## src/rtl/mips_pkg.sv

```systemverilog
// Shared loader definitions: FSM state encoding, stream header length and
// the 8-bit running-sum helper used by the optional checksum feature
// (macro IMEM_LOADER_CHECKSUM_EN).
package mips_pkg;

    localparam int LOADER_LEN_BYTES = 2;

    typedef enum logic [2:0] {
        LEN_HI = 3'd0,
        LEN_LO = 3'd1,
        DATA   = 3'd2,
`ifdef IMEM_LOADER_CHECKSUM_EN
        CSUM   = 3'd3,
`endif
        DONE   = 3'd4,
        ERR    = 3'd5
    } loader_state_t;

    // Modulo-256 accumulation of one stream byte
    function automatic logic [7:0] sum8(input logic [7:0] acc, input logic [7:0] b);
        return acc + b;
    endfunction

endpackage

```

## src/rtl/imem_loader_if.sv

```systemverilog
// Host byte stream plus instruction-memory write port of the loader.
// master: host/memory side, slave: the loader itself.
interface imem_loader_if #(parameter int ADDR_W = 8);
    logic              in_valid;
    logic [7:0]        in_data;
    logic              in_ready;
    logic              imem_we;
    logic [ADDR_W-1:0] imem_addr;
    logic [31:0]       imem_wdata;

    modport master (output in_valid, output in_data, input in_ready,
                    input imem_we, input imem_addr, input imem_wdata);
    modport slave  (input in_valid, input in_data, output in_ready,
                    output imem_we, output imem_addr, output imem_wdata);
endinterface

```

## src/rtl/imem_loader_byte_packer.sv

```systemverilog
// Shifts bytes in MSB-first and flags word_ready on the 4th byte of a word.
// The full word is available combinationally alongside word_ready.
module byte_packer (
    input  logic        clk,
    input  logic        res,
    input  logic        byte_valid,
    input  logic [7:0]  byte_in,
    output logic [31:0] word,
    output logic        word_ready
);
    logic [1:0]  cnt_q, cnt_d;
    logic [23:0] shift_q, shift_d;

    // Next byte index and shift contents; idle cycles hold the partial word
    always_comb begin
        cnt_d   = cnt_q;
        shift_d = shift_q;
        if (byte_valid) begin
            cnt_d   = cnt_q + 2'd1;
            shift_d = {shift_q[15:0], byte_in};
        end else begin
            cnt_d   = cnt_q;
            shift_d = shift_q;
        end
    end

    assign word       = {shift_q, byte_in};
    assign word_ready = byte_valid && (cnt_q == 2'd3);

    // Packer registers with synchronous active-low reset
    always_ff @(posedge clk) begin
        if (!res) begin
            cnt_q   <= 2'd0;
            shift_q <= 24'd0;
        end else begin
            cnt_q   <= cnt_d;
            shift_q <= shift_d;
        end
    end
endmodule

```

## src/rtl/imem_loader.sv

```systemverilog
// Instruction-memory loader: receives a length-prefixed big-endian byte
// stream, writes one 32-bit word per 4 bytes, then releases the core reset.
// Optional trailing checksum byte enabled by macro IMEM_LOADER_CHECKSUM_EN.
module imem_loader
    import mips_pkg::*;
#(
    parameter int ADDR_W    = 8,
    parameter int MAX_WORDS = 256
) (
    input  logic         clk,
    input  logic         res,
    imem_loader_if.slave bus,
    output logic         cpu_res,
    output logic         done,
    output logic         err
);
    localparam logic [16:0] MAX_W17 = 17'(MAX_WORDS);
`ifdef IMEM_LOADER_CHECKSUM_EN
    localparam loader_state_t END_ST = CSUM;
`else
    localparam loader_state_t END_ST = DONE;
`endif

    loader_state_t     state_q, state_d;
    logic [15:0]       len_q, len_d, new_len_s;
    logic [15:0]       wcnt_q, wcnt_d, wnext_s;
    logic [ADDR_W-1:0] addr_q, addr_d;
    logic [31:0]       wdata_q, wdata_d;
    logic              we_q, we_d;
    logic              in_ready_q, in_ready_d;
    logic              cpu_res_q, cpu_res_d;
    logic              done_q, done_d;
    logic              err_q, err_d;
`ifdef IMEM_LOADER_CHECKSUM_EN
    logic [7:0]        sum_q, sum_d;
`endif

    logic        xfer_s;
    logic        pk_valid_s;
    logic [31:0] pk_word_s;
    logic        pk_ready_s;

    assign xfer_s     = bus.in_valid && in_ready_q;
    assign pk_valid_s = xfer_s && (state_q == DATA);
    assign new_len_s  = {len_q[15:8], bus.in_data};
    assign wnext_s    = wcnt_q + 16'd1;

    byte_packer u_packer (
        .clk        (clk),
        .res        (res),
        .byte_valid (pk_valid_s),
        .byte_in    (bus.in_data),
        .word       (pk_word_s),
        .word_ready (pk_ready_s)
    );

    // FSM next state, counters and next values of all registered outputs
    always_comb begin
        state_d = state_q;
        len_d   = len_q;
        wcnt_d  = wcnt_q;
        wdata_d = wdata_q;
        we_d    = 1'b0;
        if (we_q) begin
            addr_d = addr_q + {{(ADDR_W-1){1'b0}}, 1'b1};
        end else begin
            addr_d = addr_q;
        end
`ifdef IMEM_LOADER_CHECKSUM_EN
        if (xfer_s) begin
            sum_d = sum8(sum_q, bus.in_data);
        end else begin
            sum_d = sum_q;
        end
`endif
        case (state_q)
            LEN_HI: begin
                if (xfer_s) begin
                    len_d   = {bus.in_data, 8'h00};
                    state_d = LEN_LO;
                end else begin
                    state_d = LEN_HI;
                end
            end
            LEN_LO: begin
                if (xfer_s) begin
                    len_d = new_len_s;
                    if (new_len_s == 16'd0) begin
                        state_d = END_ST;
                    end else if ({1'b0, new_len_s} > MAX_W17) begin
                        state_d = ERR;
                    end else begin
                        state_d = DATA;
                    end
                end else begin
                    state_d = LEN_LO;
                end
            end
            DATA: begin
                if (pk_ready_s) begin
                    we_d    = 1'b1;
                    wdata_d = pk_word_s;
                    wcnt_d  = wnext_s;
                    if (wnext_s == len_q) begin
                        state_d = END_ST;
                    end else begin
                        state_d = DATA;
                    end
                end else begin
                    state_d = DATA;
                end
            end
`ifdef IMEM_LOADER_CHECKSUM_EN
            CSUM: begin
                if (xfer_s) begin
                    if (sum8(sum_q, bus.in_data) == 8'h00) begin
                        state_d = DONE;
                    end else begin
                        state_d = ERR;
                    end
                end else begin
                    state_d = CSUM;
                end
            end
`endif
            DONE:    state_d = DONE;
            ERR:     state_d = ERR;
            default: state_d = LEN_HI;
        endcase
        in_ready_d = (state_d != DONE) && (state_d != ERR);
        cpu_res_d  = (state_d != DONE);
        done_d     = (state_d == DONE);
        err_d      = (state_d == ERR);
    end

    // State and output registers with synchronous active-low reset
    always_ff @(posedge clk) begin
        if (!res) begin
            state_q    <= LEN_HI;
            len_q      <= 16'd0;
            wcnt_q     <= 16'd0;
            addr_q     <= '0;
            wdata_q    <= 32'd0;
            we_q       <= 1'b0;
            in_ready_q <= 1'b1;
            cpu_res_q  <= 1'b1;
            done_q     <= 1'b0;
            err_q      <= 1'b0;
`ifdef IMEM_LOADER_CHECKSUM_EN
            sum_q      <= 8'd0;
`endif
        end else begin
            state_q    <= state_d;
            len_q      <= len_d;
            wcnt_q     <= wcnt_d;
            addr_q     <= addr_d;
            wdata_q    <= wdata_d;
            we_q       <= we_d;
            in_ready_q <= in_ready_d;
            cpu_res_q  <= cpu_res_d;
            done_q     <= done_d;
            err_q      <= err_d;
`ifdef IMEM_LOADER_CHECKSUM_EN
            sum_q      <= sum_d;
`endif
        end
    end

    assign bus.in_ready   = in_ready_q;
    assign bus.imem_we    = we_q;
    assign bus.imem_addr  = addr_q;
    assign bus.imem_wdata = wdata_q;
    assign cpu_res        = cpu_res_q;
    assign done           = done_q;
    assign err            = err_q;
endmodule
```

## src/flat_wrapper.sv

```systemverilog
// flat-port wrapper written by rule: the top's interface ports become plain ports
module imem_loader_flat import mips_pkg::*;
#(
    parameter int ADDR_W    = 8,
    parameter int MAX_WORDS = 256
)
  (clk, res, cpu_res, done, err, bus_in_valid, bus_in_data, bus_in_ready, bus_imem_we, bus_imem_addr, bus_imem_wdata);
  imem_loader_if #(.ADDR_W(ADDR_W)) bus_i ();
  input  logic clk;
  input  logic res;
  output logic cpu_res;
  output logic done;
  output logic err;
  input wire logic [$bits(bus_i.in_valid)-1:0] bus_in_valid;
  input wire logic [$bits(bus_i.in_data)-1:0] bus_in_data;
  output wire logic [$bits(bus_i.in_ready)-1:0] bus_in_ready;
  output wire logic [$bits(bus_i.imem_we)-1:0] bus_imem_we;
  output wire logic [$bits(bus_i.imem_addr)-1:0] bus_imem_addr;
  output wire logic [$bits(bus_i.imem_wdata)-1:0] bus_imem_wdata;
  assign bus_i.in_valid = bus_in_valid;
  assign bus_i.in_data = bus_in_data;
  assign bus_in_ready = bus_i.in_ready;
  assign bus_imem_we = bus_i.imem_we;
  assign bus_imem_addr = bus_i.imem_addr;
  assign bus_imem_wdata = bus_i.imem_wdata;
  imem_loader #(.ADDR_W(ADDR_W), .MAX_WORDS(MAX_WORDS)) u_core (.clk(clk), .res(res), .bus(bus_i), .cpu_res(cpu_res), .done(done), .err(err));
endmodule
```

## config.mk

```make
export PLATFORM = sky130hd
export DESIGN_NAME = imem_loader_flat
export DESIGN_NICKNAME = d
export VERILOG_FILES = /design/src/rtl/mips_pkg.sv /design/src/rtl/imem_loader_if.sv /design/src/rtl/imem_loader_byte_packer.sv /design/src/rtl/imem_loader.sv /design/src/flat_wrapper.sv
export SDC_FILE = /design/constraint.sdc
export NUM_CORES = 1
export LEC_CHECK = 0
export CAP_MARGIN = 20
export CORE_ASPECT_RATIO = 0.6
export CORE_MARGIN = 4
export CORE_UTILIZATION = 30
export DETAILED_ROUTE_END_ITERATION = 16
export GPL_ROUTABILITY_DRIVEN = 0
export PLACE_DENSITY = 0.58
export SYNTH_ARGS = -nofsm -noshare
export SYNTH_HDL_FRONTEND = slang
export SYNTH_SLANG_ARGS = --single-unit
```

## constraint.sdc

```tcl
create_clock -name clk -period 5.2 [get_ports clk]
set_input_delay 0.52 -clock clk [delete_from_list [all_inputs] [get_ports clk]]
set_output_delay 0.52 -clock clk [all_outputs]
set_load 0.02 [all_outputs]
```

==> results.py, run 1 <==
metrics = {
    "placement": {
        "hpwlAfterDp_mm": 8.53,
        "io_buffers": 55,
        "pre_cts_ws_ps": 1960,
        "placed_area_um2": 5340,
    },
    "setup_path": {
        "critPathRequiredTime_ps": 5460,
        "path_cells": "clkdlybuf4s50_1 > and3b_1 > nand3_1 > or4_1 > or3_1 > a21boi_0",
        "cp-end-kind": "flip-flop",
        "crit_fanout": 17,
        "cp.arrival_ps": 3170,
        "r2r_cells": 5,
        "cp_slowest_cell": "or4_1",
        "reg2reg_to": "u_core.wcnt_q[13]",
        "max_stage_delay_ps": 790,
        "path_delay_family": "simple AND/OR/NAND/NOR gates",
        "startpoint_type": "primary input",
        "r2r_slack_ps": 2350,
        "path_class": "primary input to flip-flop",
        "reg2reg_from": "u_core.state_q[0]",
        "path_buf_inv": 1,
    },
    "routing": {
        "ant_nets": 0,
        "viasPerCell": 4.94,
        "vias": 3895,
        "wl_mm": 12.3,
        "wire_per_inst_um": 15.5,
        "drtIter0Drc": 253,
        "first_pass_iters": 4,
        "route.detailed.drc": 0,
    },
    "pwr": {
        "power_mw": 1.62,
        "ir_drop_v": 0.000123,
        "p_per_area_nw_per_um2": 289,
        "p_leak_nw": 1.89,
    },
    "synth": {
        "syn_avg_cell_area_um2": 8.52,
        "synthArstFlopShare_pct": 0,
        "syn_nets": 563,
        "ys_seq_elements": 106,
        "synth.distinct_cells": 46,
        "synth_edf_count": 0,
        "netlist_area_um2": 4680,
        "ys_seq_area_share_pct": 45.3,
        "yosysWarnings": 0,
        "synth_top_flop_cell": "dfxtp_1",
        "synthCells": 549,
    },
    "flow_run": {
        "maxCapViolCount": 0,
    },
    "sta": {
        "drv_slew": 0,
        "relSlewSlack_pct": 35.0,
        "timing.final.ws_setup_ps": 2290,
        "setup_tns_ps": 0,
        "hold_viol": 0,
        "setup_viol_count_final": 0,
        "whs_ps": 468,
        "min_period_ps": 2910,
        "rsz0062_at_grt": "no",
        "fmax_mhz": 344,
        "finClkSkew_ps": 6.79,
        "period_share_pct": 56.0,
        "worst_slew_pin_slew_ps": 973,
    },
    "hold_path": {
        "holdPathEnd": "u_core.bus.imem_wdata[11]",
        "hold_depth": 2,
        "hold_start": "u_core.bus.imem_wdata[11]",
        "hold_path_class": "flip-flop to flip-flop",
    },
    "clock_network": {
        "cts_tree": "done",
        "cts_buffer_depth": 2,
        "cts.clk_slew.worst_paths_ps": 70,
        "cts-root-buf": "clkbuf_16",
        "hold_buffers": 0,
        "insertion_delay_ps": 350,
        "cts_inserted_buffers": 9,
        "htree_num_levels": 3,
        "cts-resized-gates": 0,
        "cts_setup_buffers": 0,
        "clock_sinks": 106,
    },
    "finish": {
        "multi_input_area_um2": 2390,
        "final_common_cell": "nand2_1",
        "layout_common_cells": "nand2_1, dfxtp_1, a21boi_0",
        "seqCellArea_um2": 2120,
        "nets": 594,
        "final_area_um2": 5610,
        "drive_gt1_share_pct": 4.27,
        "n_antenna_cell": 0,
        "area_growth_pct": 19.9,
        "num-fill-cells": 1559,
    },
    "floorplanning": {
        "rows": 35,
        "die_w_um": 169,
        "die_area_um2": 17700,
        "dieHeight_um": 105,
        "core_region_area_um2": 15300,
        "ios": 56,
        "initial_utilization_pct": 30.5,
    },
    "global_routing": {
        "overflow": 0,
        "antenna_found_initial": 0,
        "grt_pass1_wl_mm": 20.1,
        "grt_max_degree": 104,
        "grtUsageTotal_pct": 14.1,
        "grt_pass1_vias": 3826,
    },
    "status": {
        "status": "completed",
    },
}
-- power by group --
part           internal (mW)  switching (mW)
logic                 0.0541          0.0731
registers              0.829          0.0258
clock network          0.339           0.300
total                   1.22           0.399
-- area by class of cell --
type                    instances  share of cell area [%]
clock buffers                  12                    4.39
multi-input cells             405                    42.6
repair buffers                 58                    10.1
well taps                     203                    4.53
clock inverters                 4                   0.491
flip-flops and latches        106                    37.8
-- worst max path at each step --
stage | from | to | slack, ps | cells past startpoint
after floorplan | u_core.wcnt_q[0] | u_core.cpu_res | 2950 | 6
after global placement | bus_in_valid | u_core.wcnt_q[13] | 2060 | 6
after detailed placement | bus_in_valid | u_core.wcnt_q[13] | 1960 | 6
after CTS | bus_in_valid | u_core.wcnt_q[13] | 2320 | 6
after global routing | bus_in_valid | u_core.wcnt_q[13] | 2080 | 6
final | bus_in_valid | u_core.wcnt_q[13] | 2290 | 6
-- through the flow --
| stage | util [%] | cells |
|---|---|---|
| 5_1_grt | 36.6 | 788 |
| 3_3_place_gp | 34.8 | 772 |
| 4_1_cts | 36.6 | 788 |
| 3_5_place_dp | 34.8 | 772 |
| 6_report | 36.6 | 788 |
| 2_1_floorplan | - | 549 |
-- worst min-delay path: stages (launching register included) --
cell,delay (ps)
dfxtp_1,310
nand2_1,50
a21boi_0,60
-- flip-flops by register name, indices dropped and copies added, names as in the netlist --
signal                   count
u_core.state_q               3
u_core.bus.imem_addr         8
u_core.cpu_res               1
u_core.bus.imem_wdata       32
u_core.bus.in_ready          1
u_core.u_packer.cnt_q        2
u_core.err                   1
u_core.bus.imem_we           1
u_core.wcnt_q               16
u_core.u_packer.shift_q     24
u_core.done                  1
u_core.len_q                16
-- synth_stat cells, drive strengths merged (3+ instances only) --
cell    number  share of area, %
nand2      145                12
dfxtp      106                45
a21boi      79                13
clkbuf      32               2.6
and2        24               3.2
xnor2       22               4.1
nand3       18               1.9
o21ai       18               1.9
xor2        16               3.0
nor2        11              0.88
nand4       10               1.5
nor3         7              0.75
buf          6              0.96
nor4         6              0.80
or3          5              0.67
or4          5              0.88
nor2b        4              0.53
a21oi        3              0.40
and3         3              0.40
and3b        3              0.56
and4         3              0.62
ha           3              0.80
nand2b       3              0.40
-- routing by layer --
metal / wire [um] / vias up / global-route usage, % / share of wire, %
met4: 90 / 0 / 3.04 / 0.73
met3: 678 / 10 / 4.31 / 5.5
met2: 4820 / 108 / 19.2 / 39
met5: 0 / - / 0 / 0
met1: 6660 / 1874 / 21.4 / 54
li1: - / 1903 / - / -
-- cell families after synthesis --
kind of cell               Yosys count  synth area share [%]
AOI/OAI and AO/OA                  109                  16.5
DFF                                106                  45.3
adders and majority gates            3                 0.802
and+or+nand+nor                    252                  25.7
buffers and inverters               38                  3.56
xor gates and xnor gates            39                  7.62
muxes                                2                 0.428
(Power assumes the default switching activity.)
==> run 2, diff against run 1 <==
==> constraint.sdc (replaced) <==
create_clock -name clk -period 2.95 [get_ports clk]
set_input_delay 0.295 -clock clk [delete_from_list [all_inputs] [get_ports clk]]
set_output_delay 0.295 -clock clk [all_outputs]
set_load 0.02 [all_outputs]
==> run 2 against run 1 <==
Against the previous run:
- sequential power up 74%
- largest cell class unchanged
- clock power up 92%
- register-to-register slack worse by 2000 ps
- count of clock-buffer cells in the layout down 2
==> results.py, run 2 (same netlist as run 1, synthesis figures left out) <==
metrics = {
    "status": {
        "status": "completed",
    },
    "global_routing": {
        "overflow": 0,
        "grtUsageTotal_pct": 14.2,
        "grt_pass1_wl_mm": 20.4,
        "antenna_found_initial": 0,
        "grt_max_degree": 57,
        "grt_pass1_vias": 3755,
    },
    "placement": {
        "hpwlAfterDp_mm": 8.66,
        "io_buffers": 55,
        "placed_cells_incl_taps": 779,
    },
    "setup_path": {
        "cp-end-kind": "flip-flop",
        "crit_fanout": 7,
        "startpoint_type": "flip-flop",
        "startpoint": "u_core.wcnt_q[0]",
        "reg2reg_from": "u_core.wcnt_q[0]",
        "cp.arrival_ps": 2860,
        "path_class": "flip-flop to flip-flop",
        "critPathRequiredTime_ps": 3190,
    },
    "finish": {
        "nets": 601,
        "n_antenna_cell": 0,
        "fin_util_pct": 37.1,
        "fin_cells": 795,
        "num-fill-cells": 1554,
        "final_common_cell": "nand2_1",
        "layout_common_cells": "nand2_1, dfxtp_1, a21boi_0",
        "area_growth_pct": 21.6,
        "drive_gt1_share_pct": 5.57,
        "largest_register_ffs": 32,
    },
    "pwr": {
        "combPwrFrac_pct": 8.4,
        "p_per_area_nw_per_um2": 523,
        "netSwitchingPower_mw": 0.737,
        "power.internal_mw": 2.24,
        "swShare_pct": 24.8,
        "power_frac_clock_pct": 41.4,
        "p_seq_share_pct": 50.2,
        "p_leak_nw": 1.93,
        "ir_drop_v": 0.000229,
    },
    "clock_network": {
        "cts-root-buf": "clkbuf_16",
        "cts_inserted_buffers": 9,
        "insertion_delay_ps": 340,
        "cts_setup_buffers": 0,
        "cts-resized-gates": 0,
        "clock_sinks": 106,
        "hold_buffers": 0,
        "cts_tree": "done",
        "htree_num_levels": 3,
        "cts_buffer_depth": 2,
        "cts.clk_slew.worst_paths_ps": 80,
    },
    "routing": {
        "drtIter0Drc": 269,
        "route.detailed.drc": 0,
        "viasPerCell": 4.90,
        "ant_nets": 0,
        "wire_per_inst_um": 15.2,
        "first_pass_iters": 5,
        "wl_mm": 12.1,
        "vias": 3895,
    },
    "sta": {
        "worst_slew_pin_slew_ps": 711,
        "period_share_pct": 88.8,
        "hold_viol": 0,
        "rsz0062_at_grt": "no",
        "fmax_mhz": 382,
        "finClkSkew_ps": 9.48,
        "min_period_ps": 2620,
        "relSlewSlack_pct": 52.6,
        "setup_tns_ps": 0,
        "drv_slew": 0,
        "setup_viol_count_final": 0,
    },
    "floorplanning": {
        "dieHeight_um": 105,
        "die_area_um2": 17700,
        "rows": 35,
        "die_w_um": 169,
        "ios": 56,
        "core_region_area_um2": 15300,
        "initial_utilization_pct": 30.5,
    },
    "hold_path": {
        "hold_start": "u_core.bus.imem_wdata[16]",
        "hold_path_class": "flip-flop to flip-flop",
    },
    "flow_run": {
        "maxCapViolCount": 0,
    },
}
## run 2: metal layers
| metal | vias up | track usage, % | routed length (um) |
|---|---|---|---|
| met5 | - | 0 | 0 |
| met4 | 0 | 2.99 | 102 |
| met3 | 12 | 3.40 | 663 |
| met2 | 109 | 19.0 | 4640 |
| met1 | 1850 | 22.5 | 6680 |
| li1 | 1924 | - | - |
## run 2: final timing paths
path	end	slack [ps]	cells past startpoint
hold / removal	u_core.bus.imem_wdata[16]	470	2
setup / recovery	u_core.cpu_res	330	7
setup reg to reg	u_core.cpu_res	330	7
hold reg to reg	u_core.bus.imem_wdata[16]	470	2
## run 2: worst max-delay path, cell delays in order (launching register included)
cell and delay, ps:
dfxtp_1 470, ha_1 340, nand3_1 190, nor4_1 520
xnor2_1 180, nand3_1 110, or4_4 520, a21o_1 190
## run 2: metrics by stage
step / hold WS [ps] / instance area, um2 / setup WS [ps] / power, mW
after floorplan: 440 / 4680 / 696 / 1.68
after global routing: 490 / 5690 / 135 / 3.10
after detailed placement: 462 / 5390 / 235 / 1.77
after CTS: 474 / 5690 / 367 / 3.01
after global placement: 454 / 5390 / 354 / 1.77
final: 467 / 5690 / 331 / 2.98
## run 2: layout make-up
class	count	area [um2]	area share [%]
Clock buffer	10	229	4.02
Clock inverter	6	73.8	1.30
Multi-Input combinational cell	405	2390	42.0
Sequential cell	106	2120	37.3
Tap cell	203	254	4.46
Timing Repair Buffer	65	621	10.9
## run 2: power groups by stage
stage	sequential (mW)	clock, mW	combinational [mW]
floorplan	1.52	0	0.162
global placement	1.52	0	0.242
detailed placement	1.52	0	0.248
CTS	1.49	1.27	0.249
global route	1.50	1.33	0.280
finish	1.49	1.23	0.249
==> run 3, diff against run 2 <==
==> constraint.sdc (replaced) <==
create_clock -name clk -period 2.95 [get_ports clk]
set_input_delay 0.59 -clock clk [delete_from_list [all_inputs] [get_ports clk]]
set_output_delay 0.59 -clock clk [all_outputs]
set_load 0.02 [all_outputs]
==> run 3 against run 2 <==
Against the previous run:
- combinational power about the same
- final area increased by 1.2%
- sequential share of layout area fell by 0.45 points
- fmax decreased by 0.18%
- largest power group unchanged
- via count down 0.51%
- core utilization increased by 0.45 points
- critical endpoint unchanged
- register-to-register slack about the same
- sequential power about the same
- final cell count is 1.3% higher
- clock skew decreased by 2.9 ps
==> results.py, run 3 (same netlist as run 1, synthesis figures left out) <==
metrics = {
    "clock_network": {
        "cts-resized-gates": 0,
        "cts_inserted_buffers": 9,
        "cts.clk_slew.worst_paths_ps": 70,
        "htree_num_levels": 3,
        "cts_tree": "done",
        "cts_buffer_depth": 2,
        "cts-root-buf": "clkbuf_16",
        "clock_sinks": 106,
        "hold_buffers": 0,
        "cts_setup_buffers": 0,
        "insertion_delay_ps": 350,
    },
    "pwr": {
        "netSwitchingPower_mw": 0.733,
        "p_per_area_nw_per_um2": 511,
        "power_frac_clock_pct": 40.4,
        "p_leak_nw": 1.98,
        "ir_drop_v": 0.000236,
        "p_seq_share_pct": 51.0,
        "combPwrFrac_pct": 8.5,
        "swShare_pct": 24.9,
        "power.internal_mw": 2.21,
    },
    "finish": {
        "drive_gt1_share_pct": 7.31,
        "nets": 611,
        "final_common_cell": "nand2_1",
        "n_antenna_cell": 0,
        "largest_register_ffs": 32,
        "area_growth_pct": 23.1,
        "layout_common_cells": "nand2_1, dfxtp_1, a21boi_0",
        "fin_cells": 805,
        "fin_util_pct": 37.6,
    },
    "global_routing": {
        "grt_pass1_vias": 3663,
        "overflow": 0,
        "antenna_found_initial": 0,
        "grtUsageTotal_pct": 13.4,
        "grt_max_degree": 88,
        "grt_pass1_wl_mm": 19.2,
    },
    "setup_path": {
        "cp-end-kind": "flip-flop",
        "critPathRequiredTime_ps": 3190,
        "startpoint_type": "flip-flop",
        "cp.arrival_ps": 2860,
        "path_class": "flip-flop to flip-flop",
        "crit_fanout": 7,
    },
    "sta": {
        "relSlewSlack_pct": 54.8,
        "min_period_ps": 2620,
        "fmax_mhz": 381,
        "hold_viol": 0,
        "setup_tns_ps": 0,
        "drv_slew": 0,
        "worst_slew_pin_slew_ps": 678,
        "period_share_pct": 88.9,
        "setup_viol_count_final": 0,
        "timing.final.ws_setup_ps": 327,
        "rsz0062_at_grt": "no",
        "finClkSkew_ps": 6.53,
    },
    "hold_path": {
        "hold_path_class": "flip-flop to flip-flop",
    },
    "routing": {
        "drtIter0Drc": 272,
        "vias": 3875,
        "wl_mm": 11.9,
        "ant_nets": 0,
        "wl_met1_mm": 6.47,
        "highest_layer": "met4",
        "wl_met3_um": 738,
        "wire_per_inst_um": 14.7,
        "wl_met2_mm": 4.59,
        "first_pass_iters": 4,
        "route.detailed.drc": 0,
        "viasPerCell": 4.81,
    },
    "floorplanning": {
        "die_area_um2": 17700,
        "dieHeight_um": 105,
        "initial_utilization_pct": 30.5,
        "die_w_um": 169,
        "ios": 56,
        "rows": 35,
        "core_region_area_um2": 15300,
    },
    "placement": {
        "hpwlAfterDp_mm": 8.68,
        "placed_cells_incl_taps": 789,
        "pre_cts_ws_ps": 165,
        "io_buffers": 55,
    },
    "flow_run": {
        "maxCapViolCount": 0,
    },
    "status": {
        "status": "completed",
    },
}
[run 3: changes by cell type in the layout (fill, tap and decap cells not counted), sizes merged]
cell,delta
clkinv,+1
clkinvlp,-1
buf,+10
clkbuf,+1
bufinv,-1
[run 3: layout make-up]
class / count / area [um2]
Fill cell: 1614 / 9570
Multi-Input combinational cell: 405 / 2390
Sequential cell: 106 / 2120
Timing Repair Buffer: 75 / 696
Tap cell: 203 / 254
Clock buffer: 11 / 253
Clock inverter: 5 / 43.8
[run 3: through the flow]
step / hold WS, ps / area [um2] / total power, mW
2_1_floorplan: 441 / 4680 / 1.68
3_3_place_gp: 456 / 5460 / 1.78
3_5_place_dp: 460 / 5460 / 1.78
4_1_cts: 470 / 5760 / 2.98
5_1_grt: 494 / 5760 / 3.06
6_report: 467 / 5760 / 2.94
[run 3: routing by layer]
layer | vias up | global-route usage [%]
met5 | - | 0
met4 | 0 | 3.10
met3 | 4 | 3.21
met2 | 99 | 17.5
met1 | 1821 | 21.7
li1 | 1951 | -
[run 3: power groups by stage]
stage	clock (mW)	combinational (mW)	sequential, mW
after floorplan	0	0.162	1.52
after global placement	0	0.245	1.53
after detailed placement	0	0.249	1.53
after CTS	1.22	0.251	1.50
after global routing	1.28	0.276	1.51
final	1.19	0.250	1.50
[run 3: critical path: stages, from the launching register on]
cell	delay, ps
dfxtp_1	440
ha_1	360
nand3_1	210
nor4_1	480
xnor2_1	190
nand3_1	130
or4_4	530
a21o_1	190
[run 3: path summary, 6_finish.rpt]
check	start	endpoint	slack [ps]	cells past startpoint
worst max-delay path	u_core.wcnt_q[1]	u_core.cpu_res	330	7
worst min-delay path	u_core.bus.imem_wdata[13]	u_core.bus.imem_wdata[13]	470	2
worst max register to register	u_core.wcnt_q[1]	u_core.cpu_res	330	7
worst min register to register	u_core.bus.imem_wdata[13]	u_core.bus.imem_wdata[13]	470	2
